--- src/rtl/rover_vision_pkg.sv ---
// Shared types and default frame geometry for the rover vision pipeline.
// Used by the colour/blur stage and by red_bbox_tracker.
package rover_vision_pkg;

    localparam int DEFAULT_IMAGE_W = 640;
    localparam int DEFAULT_IMAGE_H = 480;
    localparam int DEFAULT_COORD_W = 11;

    typedef logic [DEFAULT_COORD_W-1:0] coord_t;

    typedef struct packed {
        coord_t left;
        coord_t right;
        coord_t top;
        coord_t bottom;
        logic   found;
    } bbox_t;

    typedef enum logic {
        IDLE,
        ACCUM
    } trk_state_t;

endpackage

--- src/rtl/red_run_filter.sv ---
// Horizontal run filter: a red beat counts only once RUN_MIN consecutive red
// beats have been seen in the current row.
module red_run_filter #(
    parameter int RUN_MIN = 4
) (
    input  logic clk,
    input  logic reset_n,
    input  logic beat,
    input  logic red_sector,
    input  logic row_start,
    output logic counted,
    output logic run_reached
);

    localparam logic [3:0] RUN_SAT = 4'(RUN_MIN);

    logic [3:0] run_q;
    logic [3:0] run_base;
    logic [3:0] run_d;

    // NOTE: every always_comb output gets a default first so no path leaves it unassigned (no latch).
    always_comb begin
        run_base    = row_start ? 4'd0 : run_q;
        run_d       = 4'd0;
        if (red_sector) begin
            run_d = (run_base >= RUN_SAT) ? RUN_SAT : run_base + 4'd1;
        end
        counted     = beat && red_sector && (run_d >= RUN_SAT);
        // The run has just reached RUN_MIN: this beat closes the first qualifying window.
        run_reached = counted && (run_base == RUN_SAT - 4'd1);
    end

    // NOTE: sequential state uses non-blocking assignments so all flops update together.
    always_ff @(posedge clk or negedge reset_n) begin
        if (!reset_n) begin
            run_q <= 4'd0;
        end else if (beat) begin
            run_q <= run_d;
        end
    end

endmodule

--- src/rtl/red_bbox_tracker.sv ---
// Per-frame bounding box of run-filtered red pixels, published with a one-cycle strobe.
// Optional centroid sums are built when RED_CENTROID_EN is defined.
module red_bbox_tracker
    import rover_vision_pkg::*;
#(
    parameter int IMAGE_W    = DEFAULT_IMAGE_W,
    parameter int IMAGE_H    = DEFAULT_IMAGE_H,
    parameter int COORD_W    = DEFAULT_COORD_W,
    parameter int RUN_MIN    = 4,
    parameter int MIN_PIXELS = 16,
    parameter int CNT_W      = 20
) (
    input  logic               clk,
    input  logic               reset_n,
    input  logic               in_valid,
    input  logic               packet_video,
    input  logic               sop,
    input  logic               eop,
    input  logic               red_sector,
    output logic               frame_valid,
    output logic               bbox_found,
    output logic [COORD_W-1:0] bbox_left,
    output logic [COORD_W-1:0] bbox_right,
    output logic [COORD_W-1:0] bbox_top,
    output logic [COORD_W-1:0] bbox_bottom,
    output logic [CNT_W-1:0]   pixel_count,
    output logic [31:0]        sum_x,
    output logic [31:0]        sum_y
);

    localparam logic [COORD_W-1:0] X_LAST   = COORD_W'(IMAGE_W - 1);
    localparam logic [COORD_W-1:0] Y_LAST   = COORD_W'(IMAGE_H - 1);
    localparam logic [COORD_W-1:0] LEFT_OFS = COORD_W'(RUN_MIN - 1);

    trk_state_t state_q, state_d;
    logic       publish;

    logic beat, frame_start, active, row_wrap, row_start;
    logic counted, run_reached;
    logic [COORD_W-1:0] cur_x, cur_y, pix_x, pix_y, left_cand;

    logic [COORD_W-1:0] min_x_q, max_x_q, min_y_q, max_y_q;
    logic [COORD_W-1:0] min_x_d, max_x_d, min_y_d, max_y_d;
    logic [CNT_W-1:0]   cnt_q, cnt_base, cnt_d;
    logic               found_d;

    assign beat        = in_valid && packet_video;
    assign frame_start = beat && sop;
    assign active      = frame_start || (beat && (state_q == ACCUM));
    assign row_wrap    = (cur_x == X_LAST);
    assign row_start   = frame_start || row_wrap;

    always_comb begin
        pix_x = cur_x + COORD_W'(1);
        pix_y = cur_y;
        if (frame_start) begin
            pix_x = '0;
            pix_y = '0;
        end else if (row_wrap) begin
            pix_x = '0;
            // Oversized frames pin y at the last row instead of wrapping.
            pix_y = (cur_y == Y_LAST) ? cur_y : cur_y + COORD_W'(1);
        end
        left_cand = run_reached ? pix_x - LEFT_OFS : pix_x;
    end

    red_run_filter #(.RUN_MIN(RUN_MIN)) u_run_filter (
        .clk         (clk),
        .reset_n     (reset_n),
        .beat        (active),
        .red_sector  (red_sector),
        .row_start   (row_start),
        .counted     (counted),
        .run_reached (run_reached)
    );

    always_comb begin
        state_d = state_q;
        publish = 1'b0;
        case (state_q)
            IDLE: begin
                if (frame_start) begin
                    if (eop) publish = 1'b1;
                    else     state_d = ACCUM;
                end
            end
            ACCUM: begin
                if (beat && eop) begin
                    publish = 1'b1;
                    state_d = IDLE;
                end
            end
            default: state_d = IDLE;
        endcase
    end

    // A sop beat discards the running frame, so the accumulators start from zero on that beat.
    always_comb begin
        cnt_base = frame_start ? '0 : cnt_q;
        cnt_d    = cnt_base;
        min_x_d  = frame_start ? '0 : min_x_q;
        max_x_d  = frame_start ? '0 : max_x_q;
        min_y_d  = frame_start ? '0 : min_y_q;
        max_y_d  = frame_start ? '0 : max_y_q;
        if (counted) begin
            if (cnt_base != '1) cnt_d = cnt_base + CNT_W'(1);
            if (cnt_base == '0) begin
                min_x_d = left_cand;
                max_x_d = pix_x;
                min_y_d = pix_y;
                max_y_d = pix_y;
            end else begin
                if (left_cand < min_x_d) min_x_d = left_cand;
                if (pix_x > max_x_d)     max_x_d = pix_x;
                if (pix_y < min_y_d)     min_y_d = pix_y;
                if (pix_y > max_y_d)     max_y_d = pix_y;
            end
        end
        found_d = (cnt_d >= CNT_W'(MIN_PIXELS));
    end

    always_ff @(posedge clk or negedge reset_n) begin
        if (!reset_n) begin
            state_q <= IDLE;
            cur_x   <= '0;
            cur_y   <= '0;
            cnt_q   <= '0;
            min_x_q <= '0;
            max_x_q <= '0;
            min_y_q <= '0;
            max_y_q <= '0;
        end else begin
            state_q <= state_d;
            if (active) begin
                cur_x   <= pix_x;
                cur_y   <= pix_y;
                cnt_q   <= cnt_d;
                min_x_q <= min_x_d;
                max_x_q <= max_x_d;
                min_y_q <= min_y_d;
                max_y_q <= max_y_d;
            end
        end
    end

    always_ff @(posedge clk or negedge reset_n) begin
        if (!reset_n) begin
            frame_valid <= 1'b0;
            bbox_found  <= 1'b0;
            bbox_left   <= '0;
            bbox_right  <= '0;
            bbox_top    <= '0;
            bbox_bottom <= '0;
            pixel_count <= '0;
        end else begin
            frame_valid <= publish;
            if (publish) begin
                bbox_found  <= found_d;
                bbox_left   <= found_d ? min_x_d : '0;
                bbox_right  <= found_d ? max_x_d : '0;
                bbox_top    <= found_d ? min_y_d : '0;
                bbox_bottom <= found_d ? max_y_d : '0;
                pixel_count <= cnt_d;
            end
        end
    end

`ifdef RED_CENTROID_EN
    logic [31:0] acc_x_q, acc_y_q, acc_x_d, acc_y_d;

    always_comb begin
        acc_x_d = frame_start ? 32'd0 : acc_x_q;
        acc_y_d = frame_start ? 32'd0 : acc_y_q;
        if (counted) begin
            acc_x_d = acc_x_d + 32'(pix_x);
            acc_y_d = acc_y_d + 32'(pix_y);
        end
    end

    always_ff @(posedge clk or negedge reset_n) begin
        if (!reset_n) begin
            acc_x_q <= '0;
            acc_y_q <= '0;
            sum_x   <= '0;
            sum_y   <= '0;
        end else begin
            if (active) begin
                acc_x_q <= acc_x_d;
                acc_y_q <= acc_y_d;
            end
            if (publish) begin
                sum_x <= acc_x_d;
                sum_y <= acc_y_d;
            end
        end
    end
`else
    assign sum_x = 32'd0;
    assign sum_y = 32'd0;
`endif

endmodule
--- config.mk ---
export PLATFORM = sky130hd
export DESIGN_NAME = red_bbox_tracker
export DESIGN_NICKNAME = d
export VERILOG_FILES = /design/src/rtl/rover_vision_pkg.sv /design/src/rtl/red_run_filter.sv /design/src/rtl/red_bbox_tracker.sv
export SDC_FILE = /design/constraint.sdc
export NUM_CORES = 1
export LEC_CHECK = 0
export BUFFER_PORTS_ARGS = -buffer_cell sky130_fd_sc_hd__buf_2
export CORE_MARGIN = 10
export CORE_UTILIZATION = 30
export CTS_CLUSTER_SIZE = 40
export DETAILED_ROUTE_END_ITERATION = 8
export PLACE_DENSITY = 0.51
export SLEW_MARGIN = 10
export SYNTH_ARGS = -nofsm -noshare
export SYNTH_HDL_FRONTEND = slang
export SYNTH_SLANG_ARGS = --single-unit
--- constraint.sdc ---
create_clock -name clk -period 14 [get_ports clk]
set_clock_uncertainty 0.2 [all_clocks]
set_input_delay 2.1 -clock clk [delete_from_list [all_inputs] [get_ports clk]]
set_output_delay 2.1 -clock clk [all_outputs]
set_load 0.01 [all_outputs]
* After elaboration in Yosys (flattened, before gate mapping)
Index checks and enable logic that the tools add are counted.
** Storage, ports and cells
- Register bits :: 157
- Input bits :: 7
- Output and inout bits :: 130
- Logic and storage cells :: 83
** Operators by class
- Add/sub/neg operators :: 5
- Order comparisons :: 7
- Eq/ne operators :: 4
- Multiplexer cells :: 40
- Bitwise operators :: 1
- Reduce and logical (&&, ||, !) cells :: 10
** Operators by type and width (number)
- 11-bit two-way mux :: 26
- 20-bit two-way mux :: 3
- 11-bit by 1-bit adder with 11-bit output, second input constant :: 2
- 11-bit > comparator :: 2
- 11-bit less-than comparator :: 2
- 20-bit by 1-bit adder with 20-bit output, second input constant :: 1
- 20-bit by 5-bit greater-or-equal comparator with 1-bit output, second input constant :: 1
- 20-bit logical NOT :: 1
- 20-bit inequality test, second input constant :: 1
- 4-bit two-way mux :: 3
- 11-bit by 10-bit equality test with 1-bit output, second input constant :: 1
- 11-bit by 9-bit equality test with 1-bit output, second input constant :: 1
- 11-bit by 2-bit subtractor with 11-bit output, second input constant :: 1
- 4-bit by 3-bit greater-or-equal comparator with 1-bit output, second input constant :: 2
- 1-bit logical AND :: 7
- 1-bit two-way mux :: 6
- 4-bit by 1-bit adder with 4-bit output, second input constant :: 1
- 4-bit by 2-bit equality test with 1-bit output, second input constant :: 1
- 1-bit case mux with 2 select lines :: 2
- 1-bit logical OR :: 2
- 1-bit inverter :: 1

* Longest topological paths before layout
Gate-level depths: netlist of the first run.
- Depth after elaboration :: 16
- Depth in mapped cells :: 22

* By module
A second synthesis of the first run with hierarchy kept.
** Unflattened totals
- Cells, all modules :: 1091
- Area total of the unflattened synthesis :: 9696.8 µm²
** By module, submodules not included
- red_bbox_tracker :: instances 1, cells an instance 1065, area each 9459.1 µm²
- red_run_filter :: instances 1, cells an instance 26, area each 237.7 µm²

* Worst setup path after synthesis of the first run
No wires, ideal clock.
- Path kind :: input-to-reg
- From :: in sop
- To :: reg bbox_left[7]
- Setup time :: 126 ps
- Arrival :: 6230 ps
- Data required time :: 13674 ps
- Setup slack :: 7444 ps
- Stages :: 20
- Path buffers :: 3
- Cells stage by stage :: and3_1 -> buf_2 -> a31oi_1 -> clkbuf_1 -> and2_1 -> ha_1 -> inv_1 -> nor3_1 -> o21ai_0 -> nor4_1 -> xnor2_1 -> ha_1 -> nand4_1 -> a211oi_1 -> o21ai_0 -> a41oi_2 -> buf_4 -> mux2_2 -> mux2i_1 -> a21oi_1
** On the way
- Cells in the longest elaborated chain, start to end :: 15
- Elaborated cells between the ends (all ways) :: 31
- Those cells by class :: 3 x add/sub; 4 x order compare; 2 x eq/ne; 15 x mux; 7 x reduce/logical
** Ends and longest elaborated chain
- start: declaration :: line red_bbox_tracker.sv:17 : input logic sop,
- 1-bit logical AND * :: line red_bbox_tracker.sv:48 : assign frame_start = beat && sop;
- 1-bit logical OR :: line red_bbox_tracker.sv:51 : assign row_start = frame_start || row_wrap;
- 4-bit two-way mux :: line red_run_filter.sv:23 : run_base = row_start ? 4'd0 : run_q;
- 4-bit by 1-bit adder with 4-bit output or 4-bit by 3-bit greater-or-equal comparator with 1-bit output (tied branches) :: line red_run_filter.sv:26 : run_d = (run_base >= RUN_SAT) ? RUN_SAT : run_base + 4'd1;
- 4-bit two-way mux :: line red_run_filter.sv:26
- 4-bit two-way mux :: line red_run_filter.sv:25 : if (red_sector) begin
- 4-bit by 3-bit greater-or-equal comparator with 1-bit output :: line red_run_filter.sv:28 : counted = beat && red_sector && (run_d >= RUN_SAT);
- 1-bit logical AND :: line red_run_filter.sv:28
- 1-bit logical AND :: line red_run_filter.sv:30 : run_reached = counted && (run_base == RUN_SAT - 4'd1);
- 11-bit two-way mux :: line red_bbox_tracker.sv:64 : left_cand = run_reached ? pix_x - LEFT_OFS : pix_x;
- 11-bit less-than comparator :: line red_bbox_tracker.sv:113 : if (left_cand < min_x_d) min_x_d = left_cand;
- 11-bit two-way mux :: line red_bbox_tracker.sv:113
- 11-bit two-way mux :: line red_bbox_tracker.sv:107 : if (cnt_base == '0) begin
- 11-bit two-way mux :: line red_bbox_tracker.sv:105 : if (counted) begin
- 11-bit two-way mux :: line red_bbox_tracker.sv:159 : bbox_left <= found_d ? min_x_d : '0;
- end signal: assignment :: line red_bbox_tracker.sv:159
- end: declaration :: line red_bbox_tracker.sv:22 : output logic [COORD_W-1:0] bbox_left,
Mark *: on every way between the ends. The rest lies on a longest branch, timed or not.
A chain may end at the register's enable or synchronous reset.

* Final worst setup path of the first run
- From :: in sop
- To :: reg bbox_left[2]
Same word-level chain as after synthesis.

==> run summary, run 1 <==
CTS resizes -> 0
Die Y-Extent -> 196 um
Outcome -> complete, no violations
Vias per Instance -> 4.85
Clk buf depth -> 2
Die Wd -> 196 um
Critical path type -> in2reg
Power Density -> 109 nW/um^2
Worst path required time -> 14.10 ns
EDFF count, synth -> 0
Slew @ Worst Pin -> 1.12 ns
Largest net degree at the start of global routing -> 82
Synth Instances -> 986
FILL cells -> 3178
Vias in the first global route -> 7150
Post-synthesis async set-or-reset flop share -> 100%
Crit path arrival time -> 7.50 ns
DR WL met2 -> 11200 um
Top FF cell, synth -> dfrtp_1
VDD IR max -> 75.7 uV
CTS tree -> yes
Maximum fanout along the worst path -> 26
Seq cells post-synth -> 157
CTS Buf Count -> 17
Clock latency on the worst-skew pair -> 0.44 ns
Final std cells w/o fill -> 1447
Min Clock Period, post-route -> 7.41 ns
First-pass DRT Iterations -> 5
Slew HR -> 24.8%
Die area -> 38500 sq um
DRT antenna net count -> 0
DP Cell Count -> 1414
Int Power -> 776 uW
Post-CTS setup buffer count -> 0
Placer Congestion -> 0.854
Cts hold-fix bufs -> 0
Number of DRC violations after detailed-routing iteration 0 -> 417
H-tree lvl count -> 4
Port bufs -> 72
Worst-path clk slew -> 0.07 ns
CP max-delay cell -> a31oi_1
# DRC -> 0
Vias -> 7022
Initial antenna violation count -> 1
Top layer in use -> met4
Post-synthesis sequential area ratio -> 42.1%
Share of cells above drive strength 1 -> 14.1%
Setup violators final -> 0
I/O Pins -> 137
Leak Pwr -> 5.02 nW
Psw -> 359 uW
Starting Density -> 30.4%
Reg power frac -> 42.6%
First-pass GRT wire length -> 40100 um
Netlist cell types -> 62
Final Hold Vio Count -> 0
Class of the tightest hold or removal check -> reg2reg
Syn-to-layout area delta -> 11.9%
Grt ovf -> 0
Clk sinks -> 157
Slew Limit Fails -> 0
Post-synthesis cell area -> 9330 sq um
Met3 Wirelength -> 1310 um
CP max stage delay -> 0.85 ns
Met1 wire length -> 11700 um
Routed WL -> 24500 um
Synth Warn # -> 0
Fin nets -> 1092
Largest registers -> cnt_q: 20 flops, pixel_count: 20 flops
Unrepaired setup endpoints after global routing -> no
Average routed wire per standard cell -> 16.9 um
Fmax -> 135 MHz
Comb pwr share -> 16.4%
Critical path endpoint category -> flip-flop
Net Sw Frac -> 31.6%
Setup TNS -> 0 ns
Core area -> 30700 sq um
Rows -> 64
Worst path cell trace -> buf_2 -> and3_1 -> buf_4 -> a31oi_1 -> and2_1 -> ha_1 -> inv_1 -> nor3_1 -> o21ai_0 -> nor4_1 -> xnor2_1 -> ha_1 -> nand4_1 -> a211oi_1 -> o21ai_0 -> a41oi_2 -> mux2_2 -> mux2i_1 -> a21oi_1
Period Utilization, post-route -> 52.9%
Clk pwr share -> 41.1%
Critical Path Source Type -> primary input
Core Util, Final -> 34.0%
Synthesized area per cell -> 9.46 sq um
CTS root buf -> clkbuf_16
Total GRT Usage -> 12.8%
DP HPWL -> 17300 um
Max cap viols -> 0
## synth_stat cells, types with 3 or more instances
cell type / number / area (sq um)
ha_1: 48 / 601
nor3_1: 23 / 115
clkbuf_1: 32 / 120
o21a_1: 6 / 45.0
nor2b_1: 4 / 25.0
a41oi_1: 3 / 26.3
nor3b_1: 3 / 22.5
mux2i_1: 78 / 781
nand2b_1: 6 / 37.5
and4_1: 3 / 26.3
nand2_1: 141 / 529
o21ai_0: 43 / 215
a31oi_1: 4 / 25.0
nand3_1: 29 / 145
nand4_1: 20 / 125
or2_2: 4 / 25.0
o41ai_1: 4 / 35.0
nor2_1: 37 / 139
nor4_1: 7 / 43.8
buf_4: 66 / 495
o31ai_1: 6 / 45.0
o211ai_1: 11 / 82.6
and2_1: 16 / 100
buf_2: 14 / 70.1
mux2_2: 11 / 124
or3_1: 7 / 43.8
and3_1: 7 / 43.8
a211oi_1: 3 / 22.5
a21o_1: 11 / 82.6
a21oi_1: 64 / 320
xor2_1: 13 / 114
inv_1: 45 / 169
xnor2_1: 22 / 193
dfrtp_1: 157 / 3930
## path summary, 6_finish.rpt
check	start	slack, ns	end	cells after the start
setup / recovery	sop	6.59	bbox_left[2]	19
hold / removal	pixel_count[16]	0.27	pixel_count[16]	2
setup reg to reg	cur_x[0]	7.73	bbox_left[2]	18
hold reg to reg	pixel_count[16]	0.27	pixel_count[16]	2
max in group asynchronous	reset_n	10.56	max_y_q[5]	2
min in group asynchronous	reset_n	1.50	pixel_count[9]	1
## cell families (layout without fill, tap and decap cells)
kind of cell / Yosys count / after routing / synth area share [%]
AND/OR/NAND/NOR: 320 / 320 / 16.9
AO/OA/AOI/OAI: 175 / 175 / 11.9
flip-flops: 157 / 157 / 42.1
buffers and inverters: 159 / 160 / 9.24
other: 1 / 65 / 0.0402
adder cells (fa/ha/maj): 48 / 48 / 6.44
XOR/XNOR: 37 / 37 / 3.64
multiplexers: 89 / 89 / 9.70
## through the flow
| step | power, mW | setup slack (ns) | hold WS [ns] | area, sq um |
|---|---|---|---|---|
| after detailed placement | 0.676 | 6.23 | 0.260 | 9830 |
| after floorplan | 0.634 | 7.44 | 0.255 | 9560 |
| final | 1.14 | 6.59 | 0.270 | 10400 |
| after CTS | 1.15 | 6.68 | 0.276 | 10400 |
| after global routing | 1.20 | 6.13 | 0.302 | 10400 |
| after global placement | 0.677 | 6.35 | 0.255 | 9830 |
## cells in the final DEF, fill, tap and decap left out, types with 13 or more instances in the layout
master     instances
nor2_1            37
ha_1              48
buf_2             71
inv_1             44
nand3_1           28
clkbuf_16         17
nand4_1           20
a21oi_1           64
o21ai_0           43
and2_1            16
xor2_1            13
nand2_1          141
dfrtp_1          157
xnor2_1           22
nor3_1            23
conb_1            64
mux2i_1           78
## power by group through the flow
stage | Clock, mW | Sequential (mW) | Combinational, mW
6_report | 0.466 | 0.483 | 0.186
5_1_grt | 0.498 | 0.486 | 0.213
4_1_cts | 0.477 | 0.483 | 0.186
2_1_floorplan | 0 | 0.487 | 0.147
3_3_place_gp | 0 | 0.492 | 0.185
3_5_place_dp | 0 | 0.492 | 0.184
## per-layer routing
metal | global-route usage (%) | vias up
met2 | 20.1 | 141
met5 | 0 | -
met3 | 3.26 | 15
met1 | 17.2 | 3447
met4 | 3.03 | 0
li1 | - | 3419
## critical path, delay by kind of cell
family / cells / cell delay, ns
XOR/XNOR: 1 / 0.16
buffers and inverters: 3 / 0.46
multiplexers: 2 / 0.58
AO/OA/AOI/OAI: 6 / 2.25
AND/OR/NAND/NOR: 5 / 1.24
adder cells (fa/ha/maj): 2 / 0.67
## area by class of cell
cell class | count | area (sq um) | share of cell area [%]
clock inverter | 15 | 173 | 1.65
inverter | 45 | 169 | 1.62
antenna | 1 | 2.50 | 0.0240
sequential | 157 | 3930 | 37.7
timing repair buffer | 83 | 449 | 4.31
tap | 396 | 495 | 4.75
multi-input combinational | 733 | 4790 | 45.9
clock buffer | 17 | 425 | 4.08
Power figures use the tool's default switching activity.
==> inputs of run 2 (changes only) <==
--- a/config.mk
+++ b/config.mk
@@ -5,12 +5,13 @@
 export SDC_FILE = /design/constraint.sdc
 export NUM_CORES = 1
 export LEC_CHECK = 0
+export ABC_AREA = 1
 export BUFFER_PORTS_ARGS = -buffer_cell sky130_fd_sc_hd__buf_2
 export CORE_MARGIN = 10
 export CORE_UTILIZATION = 30
 export CTS_CLUSTER_SIZE = 40
 export DETAILED_ROUTE_END_ITERATION = 8
-export PLACE_DENSITY = 0.51
+export PLACE_DENSITY = 0.53
 export SLEW_MARGIN = 10
 export SYNTH_ARGS = -nofsm -noshare
 export SYNTH_HDL_FRONTEND = slang
==> constraint.sdc (replaced) <==
create_clock -name clk -period 6.7 [get_ports clk]
set_clock_uncertainty 0.2 [all_clocks]
set_input_delay 1.005 -clock clk [delete_from_list [all_inputs] [get_ports clk]]
set_output_delay 1.005 -clock clk [all_outputs]
set_load 0.01 [all_outputs]
==> run 2 against run 1 <==
Global-route usage rose by 0.50 points. Routed wire length grew 8.3%. Non-clock buffer count decreased by 1. Register-to-register slack worse by 5.8 ns. Sequential share of layout area is 1.7 points lower. Die area is 4.9% higher. Hold slack gained 0.0064 ns. Clock power increased by 120%. Area after synthesis grew 5.4%. Via count grew 19%. Synthesized cell count increased by 36%. Flip-flop and latch count unchanged.
==> run summary, run 2 <==
Grt ovf -> 0 (unchanged)
Outcome -> complete, no violations
Maximum fanout along the worst path -> 12 (-54%)
Unrepaired setup endpoints after global routing -> no
Top cells by count, synth -> nand2_1 (449), dfrtp_1 (157), inv_1 (136)
Initial antenna violation count -> 0 (-1)
Commonest non-fill, non-tap cell in the layout -> nand2_1
VDD IR max -> 133 uV (+76%)
Fmax -> 211 MHz
Slew HR -> 37.3% (+12 points)
Total power -> 3.03 mW (+170%)
Sequential cell area -> 3930 sq um (unchanged)
Setup crit start -> cur_x[0]
Period Utilization, post-route -> 70.8%
Seq cells post-synth -> 157 (unchanged)
R2R Path Start -> cur_x[0]
Setup TNS -> 0 ns (unchanged)
Post-synthesis sequential area ratio -> 40.0% (-2.2 points)
Clk sinks -> 157 (unchanged)
Starting Density -> 30.3% (-0.12 points)
Leak Pwr -> 6.23 nW (+24%)
Critical path endpoint category -> flip-flop
Synthesized area per cell -> 7.33 sq um (-22%)
Post-CTS setup buffer count -> 0 (unchanged)
Critical path type -> reg2reg
Max cap viols -> 0 (unchanged)
# DRC -> 0 (unchanged)
Clock latency on the worst-skew pair -> 0.44 ns (about the same)
Average routed wire per standard cell -> 14.3 um (-15%)
Synth Instances -> 1341 (+36%)
Post-synthesis async set-or-reset flop share -> 100% (unchanged)
Fin nets -> 1447 (+33%)
Crit path arrival time -> 4.86 ns (-2.64 ns)
Final std cells w/o fill -> 1847 (+28%)
Placement-stage cell area -> 10300 sq um (+4.8%)
Total GRT Usage -> 13.3% (+0.50 points)
Synth Warn # -> 0 (unchanged)
DP Cell Count -> 1815 (+28%)
Number of DRC violations after detailed-routing iteration 0 -> 655 (+57%)
FILL cells -> 3490 (+9.8%)
Port bufs -> 72 (unchanged)
Largest net degree at the start of global routing -> 98 (+20%)
Hold path startpoint -> bbox_right[7]
Yosys top cell area share -> 40.0% (-2.2 points)
EDFF count, synth -> 0 (unchanged)
Critical Path Source Type -> flip-flop
Syn-to-layout area delta -> 11.0%
Largest registers -> cnt_q: 20 flops, pixel_count: 20 flops
Worst path required time -> 6.81 ns (-7.29 ns)
Vias per Instance -> 4.54 (-6.5%)
Multi-input gate area -> 4860 sq um (+1.5%)
Most frequent cells in the layout -> nand2_1 (449), dfrtp_1 (157), inv_1 (136)
Design area -> 10900 sq um (+4.6%)
DRT antenna net count -> 0 (unchanged)
Hold Slack -> 0.276 ns (+0.00645 ns)
N_diodes -> 0 (-1)
Rows -> 66 (+3.1%)
Vias in the first global route -> 8489 (+19%)
Placer Congestion -> 0.909 (+6.4%)
Die Wd -> 201 um (+2.4%)
Yosys top cell by area -> dfrtp_1
Clk buf depth -> 2 (unchanged)
H-tree lvl count -> 4 (unchanged)
Vias -> 8383 (+19%)
Top FF cell, synth -> dfrtp_1
Power Density -> 278 nW/um^2 (+160%)
CTS root buf -> clkbuf_16
Worst-path clk slew -> 0.07 ns (about the same)
I/O Pins -> 137 (unchanged)
Slew Limit Fails -> 0 (unchanged)
First-pass GRT wire length -> 44600 um (+11%)
CTS Buf Count -> 17 (unchanged)
Slew @ Worst Pin -> 0.941 ns (-0.182 ns)
Die area -> 40400 sq um (+4.9%)
Synth area leaders -> dfrtp_1 (40%), nand2_1 (17%), nand3_1 (6.7%), ha_1 (6.1%), buf_4 (5.2%)
Class of the tightest hold or removal check -> reg2reg
DP HPWL -> 19100 um (+11%)
Share of cells above drive strength 1 -> 10.7% (-3.4 points)
Post-synthesis cell area -> 9830 sq um (+5.4%)
Top-count cell post-synth -> nand2_1
Final Hold Vio Count -> 0 (unchanged)
CTS resizes -> 0 (unchanged)
Core area -> 32500 sq um (+5.8%)
Cts hold-fix bufs -> 0 (unchanged)
Die Y-Extent -> 201 um (+2.4%)
First-pass DRT Iterations -> 5 (unchanged)
Setup violators final -> 0 (unchanged)
Routed WL -> 26500 um (+8.3%)
Min Clock Period, post-route -> 4.75 ns
Netlist cell types -> 41 (-34%)
CTS tree -> yes
run 2: cell types whose count changed after synthesis, sizes merged, moves of 14 or more:
cell,previous run,this run
a21oi,64,35
and2,16,2
nor3,24,9
xnor2,24,1
nand2,141,452
inv,45,138
mux2i,78,0
nor2,38,104
o21ai,44,76
nand3,29,140
run 2: through the flow:
step / utilization (%) / worst slack (ns)
after global placement: 31.8 / 1.55
after floorplan: - / 2.37
after global routing: 33.6 / 1.42
final: 33.6 / 1.95
after CTS: 33.6 / 1.91
after detailed placement: 31.8 / 1.50
run 2: critical path, stage by stage (launching register included):
cell     delay, ns
dfrtp_1       0.41
ha_1          0.24
nand2_1       0.10
nor2_2        0.06
nand3_2       0.10
nand2_2       0.09
nor2_1        0.15
ha_1          0.16
inv_1         0.08
nor2_1        0.15
nand2_1       0.16
or2_1         0.28
nor2_1        0.18
nand3_1       0.11
xor2_1        0.24
inv_1         0.07
ha_1          0.30
a21oi_1       0.14
o21a_1        0.13
o221a_2       0.17
nand2_1       0.05
nand2_1       0.31
nand2_1       0.37
nand2_1       0.15
nand2_1       0.09
nand3_1       0.08
nand2_1       0.07
run 2: worst paths after layout:
| kind | slack (ns) | to | cells past startpoint |
|---|---|---|---|
| setup / recovery | 1.95 | bbox_left[0] | 26 |
| hold / removal | 0.28 | bbox_right[7] | 2 |
| setup reg to reg | 1.95 | bbox_left[0] | 26 |
| hold reg to reg | 0.28 | bbox_right[7] | 2 |
| max in group asynchronous | 4.55 | state_q | 2 |
| min in group asynchronous | 0.42 | cnt_q[12] | 1 |
run 2: cells by family (layout without fill, tap and decap cells):
logic type,count (synthesis),count (layout),share of synthesized area [%]
AO/OA/AOI/OAI,129,129,7.29
AND/OR/NAND/NOR,737,737,31.9
flip-flops,157,157,40.0
other,1,64,0.0382
buffers and inverters,251,252,13.1
adder cells (fa/ha/maj),48,48,6.11
XOR/XNOR,18,18,1.60
run 2: cell type report:
type | instances | area share, %
repair buffers | 82 | 4.05
flip-flops and latches | 157 | 36.0
clock inverters | 13 | 1.43
multi-input cells | 996 | 44.6
clock buffers | 19 | 4.15
well taps | 442 | 5.07
inverters | 138 | 4.75
run 2: power by group:
part	total [mW]	leakage [nW]	switching, mW	internal [mW]
combinational	0.896	3.79	0.621	0.275
clock	1.02	0.298	0.440	0.579
sequential	1.12	2.14	0.0588	1.06
run 2: layer usage:
layer  GRT usage (%)  wire [um]
met2            21.7      12100
met5               0          0
met4            2.95        265
met3            3.40       1680
met1            17.2      12400
==> inputs of run 3 (changes only) <==
==> constraint.sdc (replaced) <==
create_clock -name clk -period 4.06 [get_ports clk]
set_clock_uncertainty 0.2 [all_clocks]
set_input_delay 0.609 -clock clk [delete_from_list [all_inputs] [get_ports clk]]
set_output_delay 0.609 -clock clk [all_outputs]
set_load 0.01 [all_outputs]
==> run 3 against run 2 <==
Clock power is 76% higher. Die area stayed put. Sequential power is 64% higher. Combinational power is 100% higher. Total power is 80% higher. Count of clock-buffer cells in the layout is 1 lower. Cell count is 3.2% higher. First-iteration DRC count is 9.6% lower. Hold slack worse by 0.23 ns. Register-to-register slack worse by 1.7 ns. Critical path type unchanged. Largest cell class unchanged. Highest routed layer unchanged.
==> run summary, run 3 (same netlist as run 2, synthesis figures left out) <==
Critical path type -> reg2reg
Setup violators final -> 0 (unchanged)
N_diodes -> 0 (unchanged)
Max cap viols -> 0 (unchanged)
Period Utilization, post-route -> 94.2% (+23 points)
Number of DRC violations after detailed-routing iteration 0 -> 592 (-9.6%)
DP Cell Count -> 1867 (+2.9%)
Slew HR -> 24.0% (-13 points)
Hold Slack -> 0.0510 ns (-0.225 ns)
Setup TNS -> 0 ns (unchanged)
CTS tree -> yes
Power Density -> 468 nW/um^2 (+68%)
Share of cells above drive strength 1 -> 16.5% (+5.8 points)
R2r setup slk -> 0.23 ns (-1.72 ns)
Crit path arrival time -> 3.97 ns (-0.89 ns)
Placement-stage cell area -> 10700 sq um (+4.2%)
Final std cells w/o fill -> 1906 (+3.2%)
Sequential cell area -> 3930 sq um (unchanged)
Net Sw Frac -> 35.8% (-1.2 points)
Clock latency on the worst-skew pair -> 0.43 ns (about the same)
Setup crit start -> cur_x[1]
DRT antenna net count -> 0 (unchanged)
First-pass GRT wire length -> 45300 um (+1.6%)
Reg power frac -> 33.8% (-3.0 points)
Leak Pwr -> 6.56 nW (+5.3%)
Final Hold Vio Count -> 0 (unchanged)
Psw -> 1.95 mW (+74%)
Worst-path clk slew -> 0.07 ns (about the same)
Outcome -> complete, no violations
Unrepaired setup endpoints after global routing -> yes
Int Power -> 3.50 mW (+83%)
Worst path required time -> 4.20 ns (-2.61 ns)
Clk pwr share -> 33.0% (-0.6 points)
Die area -> 40400 sq um (unchanged)
Met1 wire length -> 13200 um (+6.0%)
DP HPWL -> 20400 um (+6.5%)
Largest net degree at the start of global routing -> 90 (-8.2%)
Worst reg-to-reg path cell count -> 25 (-3.8%)
R2R Path Start -> cur_x[1]
CTS root buf -> clkbuf_16
Die Wd -> 201 um (unchanged)
Average routed wire per standard cell -> 14.5 um (+1.2%)
FILL cells -> 3430 (-1.7%)
VDD IR max -> 214 uV (+60%)
Min Clock Period, post-route -> 3.83 ns (-0.921 ns)
Vias per Instance -> 4.47 (-1.5%)
Vias -> 8522 (+1.7%)
Fmax -> 261 MHz (+24%)
CP endpoint -> bbox_left[6]
DR WL met2 -> 12800 um (+5.5%)
Met3 Wirelength -> 1450 um (-13%)
Grt ovf -> 0 (unchanged)
Core area -> 32500 sq um (unchanged)
H-tree lvl count -> 4 (unchanged)
Placer Congestion -> 0.887 (-2.5%)
Top layer in use -> met4
Routed WL -> 27600 um (+4.4%)
Initial antenna violation count -> 0 (unchanged)
Cts hold-fix bufs -> 0 (unchanged)
Class of the tightest hold or removal check -> in2async
Vias in the first global route -> 8511 (+0.26%)
Clk buf depth -> 2 (unchanged)
Clk sinks -> 157 (unchanged)
I/O Pins -> 137 (unchanged)
Critical Path Source Type -> flip-flop
Starting Density -> 30.3% (unchanged)
First-pass DRT Iterations -> 5 (unchanged)
Fin nets -> 1507 (+4.1%)
Largest registers -> cnt_q: 20 flops, pixel_count: 20 flops
Rows -> 66 (unchanged)
Most frequent cells in the layout -> nand2_1 (440), dfrtp_1 (157), inv_1 (134)
Multi-input gate area -> 5070 sq um (+4.3%)
Critical path endpoint category -> flip-flop
Design area -> 11600 sq um (+6.7%)
CTS Buf Count -> 17 (unchanged)
Crit Reg-Reg Endpoint -> bbox_left[6]
# DRC -> 0 (unchanged)
Die Y-Extent -> 201 um (unchanged)
Commonest non-fill, non-tap cell in the layout -> nand2_1
Comb pwr share -> 33.2% (+3.6 points)
Total GRT Usage -> 13.6% (+0.30 points)
Syn-to-layout area delta -> 18.4%
Port bufs -> 72 (unchanged)
Maximum fanout along the worst path -> 5 (-7)
Slew Limit Fails -> 0 (unchanged)
Slew @ Worst Pin -> 1.14 ns (+0.198 ns)
## run 3: per-stage QoR
stage	power (mW)	utilization, %	worst slack (ns)
after detailed placement	3.55	33.1	-0.160
final	5.45	35.9	0.235
after floorplan	3.01	-	0.128
after global placement	3.54	33.1	-0.00787
after global routing	5.84	35.9	-0.0484
after CTS	5.42	35.2	0.0204
## run 3: worst min-delay path by stage
stage,to,cells past startpoint,slack (ns),from
5_1_grt,cnt_q[11],1,0.11,reset_n
4_1_cts,pixel_count[11],1,0.09,reset_n
6_report,pixel_count[11],1,0.05,reset_n
3_3_place_gp,bbox_top[3],2,0.26,bbox_top[3]
3_5_place_dp,bbox_top[3],2,0.26,bbox_top[3]
2_1_floorplan,bbox_bottom[0],0,0.11,reset_n
## run 3: cell type report
type	count	share of cell area, %
clock buffer	18	3.69
clock inverter	13	1.84
inverter	138	4.45
multi-input combinational	997	43.6
sequential	157	33.7
tap	442	4.75
timing repair buffer	141	7.93
## run 3: per-layer routing
metal	vias up	global-route usage (%)
met5	-	0
met2	179	22.0
li1	4376	-
met3	17	3.31
met4	0	2.92
met1	3950	17.9
## run 3: power groups by stage
stage                     Sequential (mW)  Clock [mW]  Combinational (mW)
after floorplan                      1.89           0                1.12
after global placement               1.87           0                1.67
after detailed placement             1.87           0                1.69
after CTS                            1.84        1.85                1.73
after global routing                 1.87        1.92                2.06
final                                1.84        1.80                1.81
## run 3: critical path: stages (launching register included)
cell and delay [ns]:
dfrtp_1 0.41, ha_2 0.21, nand2_2 0.09, nor2_4 0.05
nand3_4 0.10, nand2_4 0.09, nor2_4 0.15, ha_4 0.15
inv_2 0.04, nor2_4 0.08, nand2_2 0.07, or2_4 0.27
nor2_4 0.11, nand3_2 0.10, xor2_2 0.19, inv_2 0.07
ha_4 0.28, nand2_2 0.05, o21a_1 0.18, o221a_2 0.25
nand2_2 0.07, nand2_4 0.07, buf_2 0.17, nand3_1 0.09
nand2_1 0.07, o21bai_1 0.13
## run 3: repair_timing
action,in CTS,in global routing
pin swaps,2,22
endpoints found under the setup margin,23,83
gates cloned,1,1
gates resized for setup,9,40
setup buffers,1,5
